$ cat src/rtl/mem_arbiter_if.sv
// Bundle of the RAM port, fetch and load/store request/response signals.
// The arbiter connects through the slave modport; requesters and RAM connect through master.
interface mem_arbiter_if;
   logic        rdy;
   logic [7:0]  mem_din;
   logic [7:0]  mem_dout;
   logic [31:0] mem_a;
   logic        mem_wr;
   logic        io_buffer_full;
   logic        if_to_mc_enable;
   logic [31:0] if_to_mc_pc;
   logic        mc_to_if_done;
   logic [31:0] mc_to_if_result;
   logic        lsb_to_mc_enable;
   logic        lsb_to_mc_wr;
   logic [31:0] lsb_to_mc_addr;
   logic [2:0]  lsb_to_mc_len;
   logic [31:0] lsb_to_mc_data;
   logic        mc_to_lsb_done;
   logic [31:0] mc_to_lsb_result;
   logic        rob_to_mc_clear;

   modport slave (
      input  rdy, mem_din, io_buffer_full,
      input  if_to_mc_enable, if_to_mc_pc,
      input  lsb_to_mc_enable, lsb_to_mc_wr, lsb_to_mc_addr, lsb_to_mc_len, lsb_to_mc_data,
      input  rob_to_mc_clear,
      output mem_dout, mem_a, mem_wr,
      output mc_to_if_done, mc_to_if_result, mc_to_lsb_done, mc_to_lsb_result
   );

   modport master (
      output rdy, mem_din, io_buffer_full,
      output if_to_mc_enable, if_to_mc_pc,
      output lsb_to_mc_enable, lsb_to_mc_wr, lsb_to_mc_addr, lsb_to_mc_len, lsb_to_mc_data,
      output rob_to_mc_clear,
      input  mem_dout, mem_a, mem_wr,
      input  mc_to_if_done, mc_to_if_result, mc_to_lsb_done, mc_to_lsb_result
   );
endinterface

$ cat src/rtl/mem_arbiter.sv
// Byte-serial controller sharing one 8-bit RAM port between instruction fetch
// and the load/store buffer; little-endian assembly/split, flush abort, IO-full stall.
module mem_arbiter #(
   parameter int unsigned IO_ADDR_BIT = 17
) (
   input logic          clk,
   input logic          rst,
   mem_arbiter_if.slave bus
);

   typedef enum logic [1:0] {ST_IDLE, ST_READ, ST_WRITE} state_t;
   typedef enum logic {OWN_IF, OWN_LSB} owner_t;

   state_t      state_q, state_d;
   owner_t      owner_q, owner_d;
   owner_t      last_q, last_d;
   logic [2:0]  cnt_q, cnt_d;
   logic [2:0]  scnt_q, scnt_d;
   logic [2:0]  len_q, len_d;
   logic [31:0] base_q, base_d;
   logic [31:0] data_q, data_d;
   logic [31:0] buf_q, buf_d;
   logic [31:0] mem_a_q, mem_a_d;
   logic [7:0]  mem_dout_q, mem_dout_d;
   logic        mem_wr_q, mem_wr_d;
   logic        if_done_q, if_done_d;
   logic        lsb_done_q, lsb_done_d;
   logic [31:0] if_res_q, if_res_d;
   logic [31:0] lsb_res_q, lsb_res_d;

   logic        want_lsb;
   logic [2:0]  len_norm;
   logic [31:0] byte_addr;
   logic [1:0]  rd_idx;

   function automatic logic is_io(input logic [31:0] a);
      return a[IO_ADDR_BIT -: 2] == 2'b11;
   endfunction

   always_comb begin
      state_d    = state_q;
      owner_d    = owner_q;
      last_d     = last_q;
      cnt_d      = cnt_q;
      scnt_d     = scnt_q;
      len_d      = len_q;
      base_d     = base_q;
      data_d     = data_q;
      buf_d      = buf_q;
      mem_a_d    = mem_a_q;
      mem_dout_d = mem_dout_q;
      mem_wr_d   = mem_wr_q;
      if_done_d  = 1'b0;
      lsb_done_d = 1'b0;
      if_res_d   = if_res_q;
      lsb_res_d  = lsb_res_q;
      want_lsb   = 1'b0;
      len_norm   = (bus.lsb_to_mc_len == 3'd1 || bus.lsb_to_mc_len == 3'd2) ? bus.lsb_to_mc_len : 3'd4;
      byte_addr  = base_q + {29'd0, cnt_q};
      rd_idx     = 2'(scnt_q - 3'd1);

      unique case (state_q)
         ST_IDLE: begin
            if (!bus.rob_to_mc_clear && !if_done_q && !lsb_done_q &&
                (bus.if_to_mc_enable || bus.lsb_to_mc_enable)) begin
               want_lsb = bus.lsb_to_mc_enable && (!bus.if_to_mc_enable || last_q == OWN_IF);
               owner_d  = want_lsb ? OWN_LSB : OWN_IF;
               last_d   = owner_d;
               base_d   = want_lsb ? bus.lsb_to_mc_addr : bus.if_to_mc_pc;
               len_d    = want_lsb ? len_norm : 3'd4;
               data_d   = bus.lsb_to_mc_data;
               buf_d    = '0;
               scnt_d   = '0;
               // byte 0 goes out on the grant edge so the first address appears one cycle after the grant
               mem_a_d    = base_d;
               mem_dout_d = bus.lsb_to_mc_data[7:0];
               if (want_lsb && bus.lsb_to_mc_wr) begin
                  state_d = ST_WRITE;
                  if (is_io(base_d) && bus.io_buffer_full) begin
                     mem_wr_d = 1'b0;
                     cnt_d    = 3'd0;
                  end else begin
                     mem_wr_d = 1'b1;
                     cnt_d    = 3'd1;
                  end
               end else begin
                  state_d  = ST_READ;
                  mem_wr_d = 1'b0;
                  cnt_d    = 3'd1;
               end
            end
         end
         ST_READ: begin
            if (bus.rob_to_mc_clear) begin
               state_d  = ST_IDLE;
               mem_wr_d = 1'b0;
               mem_a_d  = '0;
            end else begin
               if (cnt_q < len_q) begin
                  mem_a_d = byte_addr;
                  cnt_d   = cnt_q + 3'd1;
               end
               // RAM data lags its address by two edges; scnt counts edges since grant
               if (scnt_q != 3'd0) buf_d[{rd_idx, 3'b000} +: 8] = bus.mem_din;
               scnt_d = scnt_q + 3'd1;
               if (scnt_q == len_q) begin
                  state_d = ST_IDLE;
                  mem_a_d = '0;
                  if (owner_q == OWN_LSB) begin
                     lsb_done_d = 1'b1;
                     lsb_res_d  = buf_d;
                  end else begin
                     if_done_d = 1'b1;
                     if_res_d  = buf_d;
                  end
               end
            end
         end
         ST_WRITE: begin
            if (cnt_q < len_q) begin
               mem_a_d    = byte_addr;
               mem_dout_d = data_q[{cnt_q[1:0], 3'b000} +: 8];
               if (is_io(byte_addr) && bus.io_buffer_full) begin
                  mem_wr_d = 1'b0;
               end else begin
                  mem_wr_d = 1'b1;
                  cnt_d    = cnt_q + 3'd1;
               end
            end else begin
               state_d    = ST_IDLE;
               mem_wr_d   = 1'b0;
               mem_a_d    = '0;
               lsb_done_d = 1'b1;
            end
         end
         default: state_d = ST_IDLE;
      endcase
   end

   always_ff @(posedge clk) begin
      if (rst) begin
         state_q    <= ST_IDLE;
         owner_q    <= OWN_IF;
         last_q     <= OWN_IF;
         cnt_q      <= '0;
         scnt_q     <= '0;
         len_q      <= '0;
         base_q     <= '0;
         data_q     <= '0;
         buf_q      <= '0;
         mem_a_q    <= '0;
         mem_dout_q <= '0;
         mem_wr_q   <= 1'b0;
         if_done_q  <= 1'b0;
         lsb_done_q <= 1'b0;
         if_res_q   <= '0;
         lsb_res_q  <= '0;
      end else if (bus.rdy) begin
         state_q    <= state_d;
         owner_q    <= owner_d;
         last_q     <= last_d;
         cnt_q      <= cnt_d;
         scnt_q     <= scnt_d;
         len_q      <= len_d;
         base_q     <= base_d;
         data_q     <= data_d;
         buf_q      <= buf_d;
         mem_a_q    <= mem_a_d;
         mem_dout_q <= mem_dout_d;
         mem_wr_q   <= mem_wr_d;
         if_done_q  <= if_done_d;
         lsb_done_q <= lsb_done_d;
         if_res_q   <= if_res_d;
         lsb_res_q  <= lsb_res_d;
      end
   end

   assign bus.mem_a            = mem_a_q;
   assign bus.mem_dout         = mem_dout_q;
   assign bus.mem_wr           = mem_wr_q;
   assign bus.mc_to_if_done    = if_done_q;
   assign bus.mc_to_if_result  = if_res_q;
   assign bus.mc_to_lsb_done   = lsb_done_q;
   assign bus.mc_to_lsb_result = lsb_res_q;

endmodule

$ cat src/flat_wrapper.sv
// flat-port wrapper written by rule: the top's interface ports become plain ports
module mem_arbiter_flat 
#(
   parameter int unsigned IO_ADDR_BIT = 17
)
  (clk, rst, bus_rdy, bus_mem_din, bus_io_buffer_full, bus_if_to_mc_enable, bus_if_to_mc_pc, bus_lsb_to_mc_enable, bus_lsb_to_mc_wr, bus_lsb_to_mc_addr, bus_lsb_to_mc_len, bus_lsb_to_mc_data, bus_rob_to_mc_clear, bus_mem_dout, bus_mem_a, bus_mem_wr, bus_mc_to_if_done, bus_mc_to_if_result, bus_mc_to_lsb_done, bus_mc_to_lsb_result);
  mem_arbiter_if bus_i ();
  input logic clk;
  input logic rst;
  input wire logic [$bits(bus_i.rdy)-1:0] bus_rdy;
  input wire logic [$bits(bus_i.mem_din)-1:0] bus_mem_din;
  input wire logic [$bits(bus_i.io_buffer_full)-1:0] bus_io_buffer_full;
  input wire logic [$bits(bus_i.if_to_mc_enable)-1:0] bus_if_to_mc_enable;
  input wire logic [$bits(bus_i.if_to_mc_pc)-1:0] bus_if_to_mc_pc;
  input wire logic [$bits(bus_i.lsb_to_mc_enable)-1:0] bus_lsb_to_mc_enable;
  input wire logic [$bits(bus_i.lsb_to_mc_wr)-1:0] bus_lsb_to_mc_wr;
  input wire logic [$bits(bus_i.lsb_to_mc_addr)-1:0] bus_lsb_to_mc_addr;
  input wire logic [$bits(bus_i.lsb_to_mc_len)-1:0] bus_lsb_to_mc_len;
  input wire logic [$bits(bus_i.lsb_to_mc_data)-1:0] bus_lsb_to_mc_data;
  input wire logic [$bits(bus_i.rob_to_mc_clear)-1:0] bus_rob_to_mc_clear;
  output wire logic [$bits(bus_i.mem_dout)-1:0] bus_mem_dout;
  output wire logic [$bits(bus_i.mem_a)-1:0] bus_mem_a;
  output wire logic [$bits(bus_i.mem_wr)-1:0] bus_mem_wr;
  output wire logic [$bits(bus_i.mc_to_if_done)-1:0] bus_mc_to_if_done;
  output wire logic [$bits(bus_i.mc_to_if_result)-1:0] bus_mc_to_if_result;
  output wire logic [$bits(bus_i.mc_to_lsb_done)-1:0] bus_mc_to_lsb_done;
  output wire logic [$bits(bus_i.mc_to_lsb_result)-1:0] bus_mc_to_lsb_result;
  assign bus_i.rdy = bus_rdy;
  assign bus_i.mem_din = bus_mem_din;
  assign bus_i.io_buffer_full = bus_io_buffer_full;
  assign bus_i.if_to_mc_enable = bus_if_to_mc_enable;
  assign bus_i.if_to_mc_pc = bus_if_to_mc_pc;
  assign bus_i.lsb_to_mc_enable = bus_lsb_to_mc_enable;
  assign bus_i.lsb_to_mc_wr = bus_lsb_to_mc_wr;
  assign bus_i.lsb_to_mc_addr = bus_lsb_to_mc_addr;
  assign bus_i.lsb_to_mc_len = bus_lsb_to_mc_len;
  assign bus_i.lsb_to_mc_data = bus_lsb_to_mc_data;
  assign bus_i.rob_to_mc_clear = bus_rob_to_mc_clear;
  assign bus_mem_dout = bus_i.mem_dout;
  assign bus_mem_a = bus_i.mem_a;
  assign bus_mem_wr = bus_i.mem_wr;
  assign bus_mc_to_if_done = bus_i.mc_to_if_done;
  assign bus_mc_to_if_result = bus_i.mc_to_if_result;
  assign bus_mc_to_lsb_done = bus_i.mc_to_lsb_done;
  assign bus_mc_to_lsb_result = bus_i.mc_to_lsb_result;
  mem_arbiter #(.IO_ADDR_BIT(IO_ADDR_BIT)) u_core (.clk(clk), .rst(rst), .bus(bus_i));
endmodule
$ cat config.mk
export PLATFORM = sky130hd
export DESIGN_NAME = mem_arbiter_flat
export DESIGN_NICKNAME = d
export VERILOG_FILES = /design/src/rtl/mem_arbiter_if.sv /design/src/rtl/mem_arbiter.sv /design/src/flat_wrapper.sv
export SDC_FILE = /design/constraint.sdc
export NUM_CORES = 1
export LEC_CHECK = 0
export ABC_AREA = 1
export CAP_MARGIN = 0
export CORE_UTILIZATION = 40
export DETAILED_ROUTE_END_ITERATION = 8
export PLACE_DENSITY = 0.65
export SYNTH_ARGS = -nofsm -noshare
export SYNTH_HDL_FRONTEND = slang
export SYNTH_SLANG_ARGS = --single-unit
export TNS_END_PERCENT = 30
$ cat constraint.sdc
create_clock -name clk -period 4.3 [get_ports clk]
set_clock_uncertainty 0.15 [all_clocks]
set_input_delay 0.645 -clock clk [delete_from_list [all_inputs] [get_ports clk]]
set_output_delay 0.645 -clock clk [all_outputs]
set_load 0.03 [all_outputs]
; ---- After elaboration in Yosys (flattened, before gate mapping)
; Cells that the tools add are included.
[totals]
ff_bits = 215
latch_bits = 0
ram_bits = 0
rom_bits = 0
inputBits = 115
elab_cells = 121
mem_count = 0
[classes]
addsub = 5
n_mul = 0
div_mod_pow = 0
magnitude_cmp = 1
eq_ne = 16
n_shift = 3
muxes = 51
bitwise = 2
n_reduce_logical = 28
[op_table]
columns = op, n
row1 = 32-bit 2-to-1 mux, 9
row2 = 32-bit one-hot mux with 3 select lines, 1
row3 = 32-bit one-hot mux with 2 select lines, 1
row4 = 32-bit by 3-bit adder with 32-bit output, 1
row5 = 32-bit bitwise mux, 1
row6 = 8-bit by 7-bit variable shift with 32-bit output (first input constant), 1
row7 = 32-bit by 6-bit indexed part select with 8-bit output, 1
row8 = 8-bit by 7-bit indexed part select with 32-bit output, 1
row9 = 3-bit 2-to-1 mux, 9
row10 = 4-bit AND reduction, 5
row11 = 1-bit 2-to-1 mux, 17
row12 = 8-bit 2-to-1 mux, 2
row13 = 8-bit one-hot mux with 2 select lines, 1
row14 = 2-bit 2-to-1 mux, 5
row15 = 5-bit AND reduction, 2
row16 = 3-bit one-hot mux with 3 select lines, 1
row17 = 2-bit != test (second input constant), 4
row18 = 1-bit logical AND, 7
row19 = 5-bit negation with 7-bit output, 1
row20 = 7-bit AND reduction, 1
row21 = 3-bit by 1-bit adder with 3-bit output (second input constant), 2
row22 = 2-bit == test (second input constant), 3
row23 = 2-bit by 1-bit != test with 1-bit output (second input constant), 3
row24 = 2-bit one-hot mux with 3 select lines, 1
row25 = 18 further kinds, 26

; ---- Depth between registers and ports, before layout
; Gate-level depths: netlist of the first run.
[depth]
word_depth = 10
mapped_depth = 17
mapped_depth_nobuf = 16

; ---- Worst setup path before layout of the first run
; No wires, ideal clock.
[synth_timing]
kind = register to register
start = reg u_core.cnt_q[1]
end = reg u_core.mem_a_q[22] (netlist: u_core.bus.mem_a[22])
arrival_time_ns = 2.250
required_ns = 4.033
slack_ns = 1.783
stages_incl_launch_ff = 16
path_buffers = 2
synth_period_minus_slack_ns = 2.517
path_cell_list = dfxtp_1 > buf_2 > clkbuf_1 > inv_1 > fa_1 > inv_1 > nand3_1 > nand2_1 > nand2_1 > nor2_2 > nand2_1 > nor2_2 > xor2_1 > nor2_1 > nor2_1 > nor2_1
[synth_between]
elab_chain_len = 5
elab_cells_between_ends = 9
classes_between = add/sub: 1 / order compare: 1 / eq/ne: 1 / mux: 5 / reduce/logical: 1
[synth_rtl]
columns = element, line_no
row1 = start: declaration, mem_arbiter.sv:17  ; logic [2:0] cnt_q, cnt_d;
row2 = start signal: assignment, mem_arbiter.sv:162  ; cnt_q <= cnt_d;
row3 = 32-bit by 3-bit adder with 32-bit output, mem_arbiter.sv:59  ; byte_addr = base_q + {29'd0, cnt_q};
row4 = 32-bit 2-to-1 mux, mem_arbiter.sv:99  ; if (cnt_q < len_q) begin
row5 = 32-bit 2-to-1 mux, mem_arbiter.sv:106  ; if (scnt_q == len_q) begin
row6 = 32-bit 2-to-1 mux, mem_arbiter.sv:94  ; if (bus.rob_to_mc_clear) begin
row7 = 32-bit one-hot mux with 3 select lines, mem_arbiter.sv:62  ; unique case (state_q)
row8 = end signal: assignment, mem_arbiter.sv:168  ; mem_a_q <= mem_a_d;
row9 = end: declaration, mem_arbiter.sv:23  ; logic [31:0] mem_a_q, mem_a_d;
; Several ways; a longest one is shown, not always the timed one. The select of a mux whose other input is x is not followed.
; A chain may end at the register's enable or synchronous reset.

; ---- Worst setup path after layout of the first run
[layout_timing]
start = reg u_core.cnt_q[1]
end = reg u_core.mem_a_q[14] (netlist: u_core.bus.mem_a[14])
; The elaborated chain is that of the path after synthesis.

==> results of run 1 <==
[synth_stat cells, types with 9 or more instances]
| cell | instances | share of area [%] |
|---|---|---|
| inv_1 | 178 | 6.5 |
| o21ai_1 | 17 | 0.82 |
| o21ai_0 | 184 | 8.9 |
| mux2i_1 | 30 | 2.9 |
| nand3_1 | 41 | 2.0 |
| nor3_1 | 14 | 0.68 |
| dfxtp_1 | 215 | 42 |
| nand2_1 | 120 | 4.4 |
| buf_2 | 22 | 1.1 |
| a21oi_1 | 145 | 7.0 |
| nor2_1 | 218 | 7.9 |
| or2_2 | 10 | 0.60 |
| nand4_1 | 16 | 0.97 |
| a211oi_1 | 64 | 4.6 |
| clkbuf_1 | 49 | 1.8 |
| ha_1 | 16 | 1.9 |
| xor2_1 | 9 | 0.76 |
[worst min-delay path: stages (launching register included)]
cell     delay [ps]
dfxtp_1         300
inv_1            40
a21oi_1          50
[kinds of logic after synthesis]
kind of cell    Yosys count
fa+ha+maj                17
buf+inv                 269
compound gates          437
xor+xnor                 14
mux                      30
simple gates            442
flops                   215
[flip-flops by register name, indices dropped and copies added, names as in the netlist, 3 cells and up]
register	flops
u_core.base_q	32
u_core.cnt_q	3
u_core.bus.mem_dout	8
u_core.len_q	3
u_core.bus.mem_a	32
u_core.buf_q	32
u_core.bus.mc_to_lsb_result	32
u_core.scnt_q	3
u_core.data_q	32
u_core.bus.mc_to_if_result	32
[area by class of cell]
type | instances | share of cell area [%]
multi-input cells | 940 | 36.7
flip-flops and latches | 215 | 31.9
repair buffers | 234 | 17.2
inverters | 185 | 5.17
clock buffers | 33 | 5.08
well taps | 330 | 3.06
clock inverters | 11 | 0.880
[power by group through the flow]
| stage | clock [µW] | combinational (µW) | sequential (µW) |
|---|---|---|---|
| finish | 2090 | 924 | 2210 |
| global route | 2220 | 1020 | 2230 |
| CTS | 2120 | 930 | 2210 |
| detailed placement | 0 | 924 | 2250 |
| global placement | 0 | 910 | 2260 |
| floorplan | 0 | 505 | 2330 |
[metrics by stage]
| step | std cells | setup WS [ps] | util [%] | power [µW] | instance area [µm²] |
|---|---|---|---|---|---|
| finish | 1948 | 1220 | 53.5 | 5230 | 13500 |
| CTS | 1948 | 1250 | 53.5 | 5270 | 13500 |
| global route | 1948 | 962 | 53.5 | 5470 | 13500 |
| detailed placement | 1904 | 901 | 50.3 | 3180 | 12700 |
| global placement | 1904 | 923 | 50.3 | 3170 | 12700 |
| floorplan | 1424 | 1780 | - | 2830 | 10300 |
[layer usage]
metal / vias to the layer above / wire length (µm) / share of wire (%)
li1: 5070 / - / -
met1: 4365 / 13000 / 46
met2: 249 / 13100 / 46
met3: 43 / 1470 / 5.2
met4: 0 / 639 / 2.3
met5: - / 0 / 0
[worst max-delay path by stage]
stage / from / endpoint / slack, ps
2_1_floorplan: u_core.cnt_q[1] / u_core.bus.mem_a[22] / 1780
3_3_place_gp: bus_lsb_to_mc_enable / u_core.bus.mem_a[14] / 920
3_5_place_dp: bus_lsb_to_mc_enable / u_core.bus.mem_a[14] / 900
4_1_cts: u_core.cnt_q[1] / u_core.bus.mem_a[14] / 1250
5_1_grt: u_core.cnt_q[1] / u_core.bus.mem_a[24] / 960
6_report: u_core.cnt_q[1] / u_core.bus.mem_a[14] / 1220
==> out/qor.yml, run 1 <==
syn2layout_area_growth_pct: 30.5
reg2reg_depth: 9
grt_pass1_vias: 9025
clock_latency_ps: 520
status: "finished, final reports clean"
final_layout_size_suffix_gt1_share_pct: 5.69
slowest_delay_ps: 800
yosysWarnings: 0
worst_slew_pin_slew_ps: 1030
postRouteAntennaNets: 0
met2_usage_pct: 35.4
post-route-drc-count: 0
crit_arrival_ps: 3340
rows: 58
synth_edf_count: 0
num_vias: 9727
use_met3_pct: 3.51
p_clk_share_pct: 40.0
fin_tns_setup_ps: 0
yosys.area_share.simple_pct: 18.4
coreArea_mm2: 0.0253
cts_root_buffer: "clkbuf_16"
nFillCells: 2495
first_pass_iters: 8
avgRoutedWirePerCell_um: 14.4
cp_max_fo: 38
cts_hold_buf: 0
path_buf_inv: 1
cts_resized: 0
yosys.area_share.xor_xnor_pct: 1.19
grt_use_met1_pct: 27.7
clock.fmax_ghz: 0.324
grt_max_degree: 70
max_slew_margin_pct: 31.3
die_h_um: 163
worst-path-stages: 9
initial_utilization_pct: 41.0
startpoint_type: "flop"
synth_cell_types: 45
final_common_cell: "clkdlybuf4s50_1"
io_buffers: 221
fin_crit_ps: 3080
cts_tree: "yes"
post-route-period-util_pct: 71.7
gp_congestion: 0.867
p_seq_share_pct: 42.4
min_delay_path_depth: 2
end_kind: "flop"
dp_hpwl_um: 19800
cp_slowest_cell: "dfxtp_1"
io_pins: 222
final_cell_mix: "221 x clkdlybuf4s50_1, 218 x nor2_1, 215 x dfxtp_1"
hold_start: "u_core.bus.mc_to_if_result[0]"
fp.dieW_um: 163
path_delay_family: "flip-flops"
nets: 1732
antenna_found_initial: 0
gr-total-overflow: 0
maxSlewViolCount: 0
ir_drop_uv: 266
synth-main-ff-cell: "dfxtp_1"
worstSetupPathType: "flop to flop"
synth_top_family_by_area: "compound AO/OA/AOI/OAI gates"
ys_ff_latch: 215
reg2reg_from: "u_core.cnt_q[1]"
grt.busiest_layer: "met2"
seqCellArea_mm2: 0.00430
rsz0062_at_grt: "no"
cts_buffers: 24
yosysSeqAreaShare_pct: 41.6
synth.area.mux_share_pct: 2.90
dieArea_mm2: 0.0265
synth_fa_ha_area_share_pct: 2.13
maxCapViolCount: 0
async_reset_ff_share_pct: 0
drtIter0Drc: 508
grt.total_usage_pct: 21.0
p_leak_uw: 0.00507
cts_sinks: 215
synth_compound_area_share_pct: 23.2
cp_cell_sequence: "ha_1 > nand3_2 > nand2_2 > nand4_2 > nand3_4 > inv_2 > o21ai_0 > a21oi_1 > nor2_1"
r2r-end: "u_core.bus.mem_a[14]"
antenna_cells: 0
cts_buffer_depth: 3
r2r_setup_slack_ps: 1220
wl_um: 28100
syn-cell-area_mm2: 0.0103
cts_setup_buffers: 0
mappedNetlistNets: 1556
required_ps: 4550
min_path_type: "flop to flop"
post_synth.cell_area_avg_um2: 7.26
drt-vias-per-instance: 4.99
setup_viol: 0
intPower_uw: 3730
syn_inst: 1424
multi_input_area_mm2: 0.00496
power.density_mw_per_mm2: 387
comb_power_share_pct: 17.7
htreeDepth: 1
whs_endpoint: "u_core.bus.mc_to_if_result[0]"
whs_ps: 292
grt_pass1_wl_um: 45400
hold_viol: 0
clkTransAtPathRegs_ps: 60
switching_power_uw: 1490
switching_share_pct: 28.5
Note: power is estimated with default switching activity, not from simulation.
==> run 2: changes to the inputs <==
Settings changed: PLACE_DENSITY 0.65 to 0.68.
Clock period 4.3 ns to 2.7 ns, I/O delays scaled along.
==> out/qor.yml, run 2 (synthesis gave the netlist of run 1 again) <==
final_layout_size_suffix_gt1_share_pct: 6.85  # +1.2 points
gr-total-overflow: 0  # unchanged
clock_latency_ps: 520  # about the same
fin_area_mm2: 0.0137  # +1.7%
worst_path_most_repeated_cell: "inv_1"
dieArea_mm2: 0.0265  # unchanged
first_pass_iters: 5  # -3
cp_max_fo: 9  # -76%
required_ps: 2980  # -1570 ps
nets: 1748  # +0.92%
syn2layout_area_growth_pct: 32.8
final_common_cell: "clkdlybuf4s50_1"
p_seq_share_pct: 42.1  # -0.3 points
placed_area_mm2: 0.0129  # +1.8%
cts_hold_buf: 0  # unchanged
grt.total_usage_pct: 21.4  # +0.35 points
maxCapViolCount: 0  # unchanged
num_vias: 9855  # +1.3%
status: "finished, final reports clean"
crit_arrival_ps: 2710  # -630 ps
clock.fmax_ghz: 0.411  # +27%
finalWorstSetupSlack_ps: 266  # -950 ps
dp_hpwl_um: 20600  # +4.0%
setup_viol: 0  # unchanged
post-route-drc-count: 0  # unchanged
hold_viol: 0  # unchanged
power.density_mw_per_mm2: 608  # +57%
fp.dieW_um: 163  # unchanged
path_buf_inv: 2  # +1
ir_drop_uv: 371  # +39%
maxSlewViolCount: 0  # unchanged
postRouteAntennaNets: 0  # unchanged
io_pins: 222  # unchanged
path_delay_family: "compound AO/OA/AOI/OAI gates"
p_leak_uw: 0.00521  # +2.9%
nFillCells: 2492  # -0.12%
max_slew_margin_pct: 58.3  # +27 points
antenna_cells: 0  # unchanged
initial_utilization_pct: 41.0  # unchanged
r2r_setup_slack_ps: 270  # -950 ps
cp_cell_sequence: "inv_1 > ha_1 > nand2_1 > inv_1 > nor2_4 > nand3_1 > o22ai_1 > o21ai_0 > a21oi_1"
clkTransAtPathRegs_ps: 60  # about the same
switching_share_pct: 28.6  # about the same
p_clk_share_pct: 39.4  # -0.6 points
end_kind: "flop"
drt-vias-per-instance: 5.02  # +0.49%
worstSetupPathType: "flop to flop"
htreeDepth: 1  # unchanged
io_buffers: 221  # unchanged
grt_pass1_wl_um: 46300  # +1.9%
post-route-period-util_pct: 90.2  # +18 points
antenna_found_initial: 0  # unchanged
cts_buffer_depth: 3  # unchanged
fin_crit_ps: 2430  # -650 ps
coreArea_mm2: 0.0253  # unchanged
die_h_um: 163  # unchanged
slowest_delay_ps: 440  # -360 ps
comb_power_share_pct: 18.5  # +0.8 points
intPower_uw: 5960  # +60%
worst_slew_pin_slew_ps: 623  # -403 ps
cts_root_buffer: "clkbuf_16"
cp_slowest_cell: "dfxtp_1"
drtIter0Drc: 748  # +47%
rsz0062_at_grt: "no"
switching_power_uw: 2380  # +60%
wl_um: 28700  # +2.1%
cts_resized: 0  # unchanged
cts_tree: "yes"
fin_tns_setup_ps: 0  # unchanged
cts_buffers: 24  # unchanged
avgRoutedWirePerCell_um: 14.6  # +1.3%
final_cell_mix: "221 x clkdlybuf4s50_1, 218 x nor2_1, 215 x dfxtp_1"
grt_pass1_vias: 9043  # +0.20%
cts_setup_buffers: 0  # unchanged
cts_sinks: 215  # unchanged
grt_max_degree: 99  # +41%
dp_slack_ps: 130  # -770 ps
rows: 58  # unchanged
min_path_type: "flop to flop"
gp_congestion: 0.889  # +2.6%
startpoint_type: "flop"
==> run 2: cell count changes in the layout (fill, tap and decap cells not counted), sizes merged <==
cell and change:
clkinvlp -3, bufinv -1, clkinv +5, clkbuf -1, buf +16
==> run 2: worst min-delay path, cell delays in order (launching register included) <==
cell,delay [ps]
dfxtp_1,300
inv_1,50
a21oi_1,50
==> run 2: worst paths after layout <==
check / startpoint / to / cells past startpoint
worst min register to register: u_core.bus.mc_to_lsb_result[2] / u_core.bus.mc_to_lsb_result[2] / 2
worst min-delay path: u_core.bus.mc_to_lsb_result[2] / u_core.bus.mc_to_lsb_result[2] / 2
worst max register to register: u_core.scnt_q[1] / u_core.bus.mc_to_if_result[1] / 9
worst max-delay path: u_core.scnt_q[1] / u_core.bus.mc_to_if_result[1] / 9
==> run 2: power groups by stage <==
stage	registers, µW	logic [µW]	clock network [µW]
detailed placement	3580	1550	0
global route	3540	1720	3460
global placement	3580	1520	0
finish	3510	1550	3290
CTS	3510	1550	3350
floorplan	3700	805	0
==> run 2: cell type report <==
| type | instances | area, µm² | area share, % |
|---|---|---|---|
| clock buffers | 32 | 712 | 5.18 |
| clock inverters | 12 | 95.1 | 0.692 |
| inverters | 185 | 698 | 5.08 |
| multi-input cells | 940 | 4960 | 36.1 |
| flip-flops and latches | 215 | 4300 | 31.3 |
| well taps | 330 | 413 | 3.01 |
| repair buffers | 250 | 2550 | 18.6 |
==> run 2: through the flow <==
step	std cells	hold WS, ps	power [µW]	utilization [%]
final	1964	292	8350	54.4
after global routing	1964	305	8720	54.4
after CTS	1964	294	8410	54.4
after detailed placement	1920	285	5120	51.2
after global placement	1920	281	5100	51.2
after floorplan	1424	280	4510	-
==> run 2: metal layers <==
metal  part of all wire [%]  track usage (%)  vias to the layer above
li1                       -                -                     5108
met1                     46             28.5                     4406
met5                      0                0                        -
met4                    2.2             5.65                        0
met2                     46             35.7                      299
met3                    5.9             3.39                       42
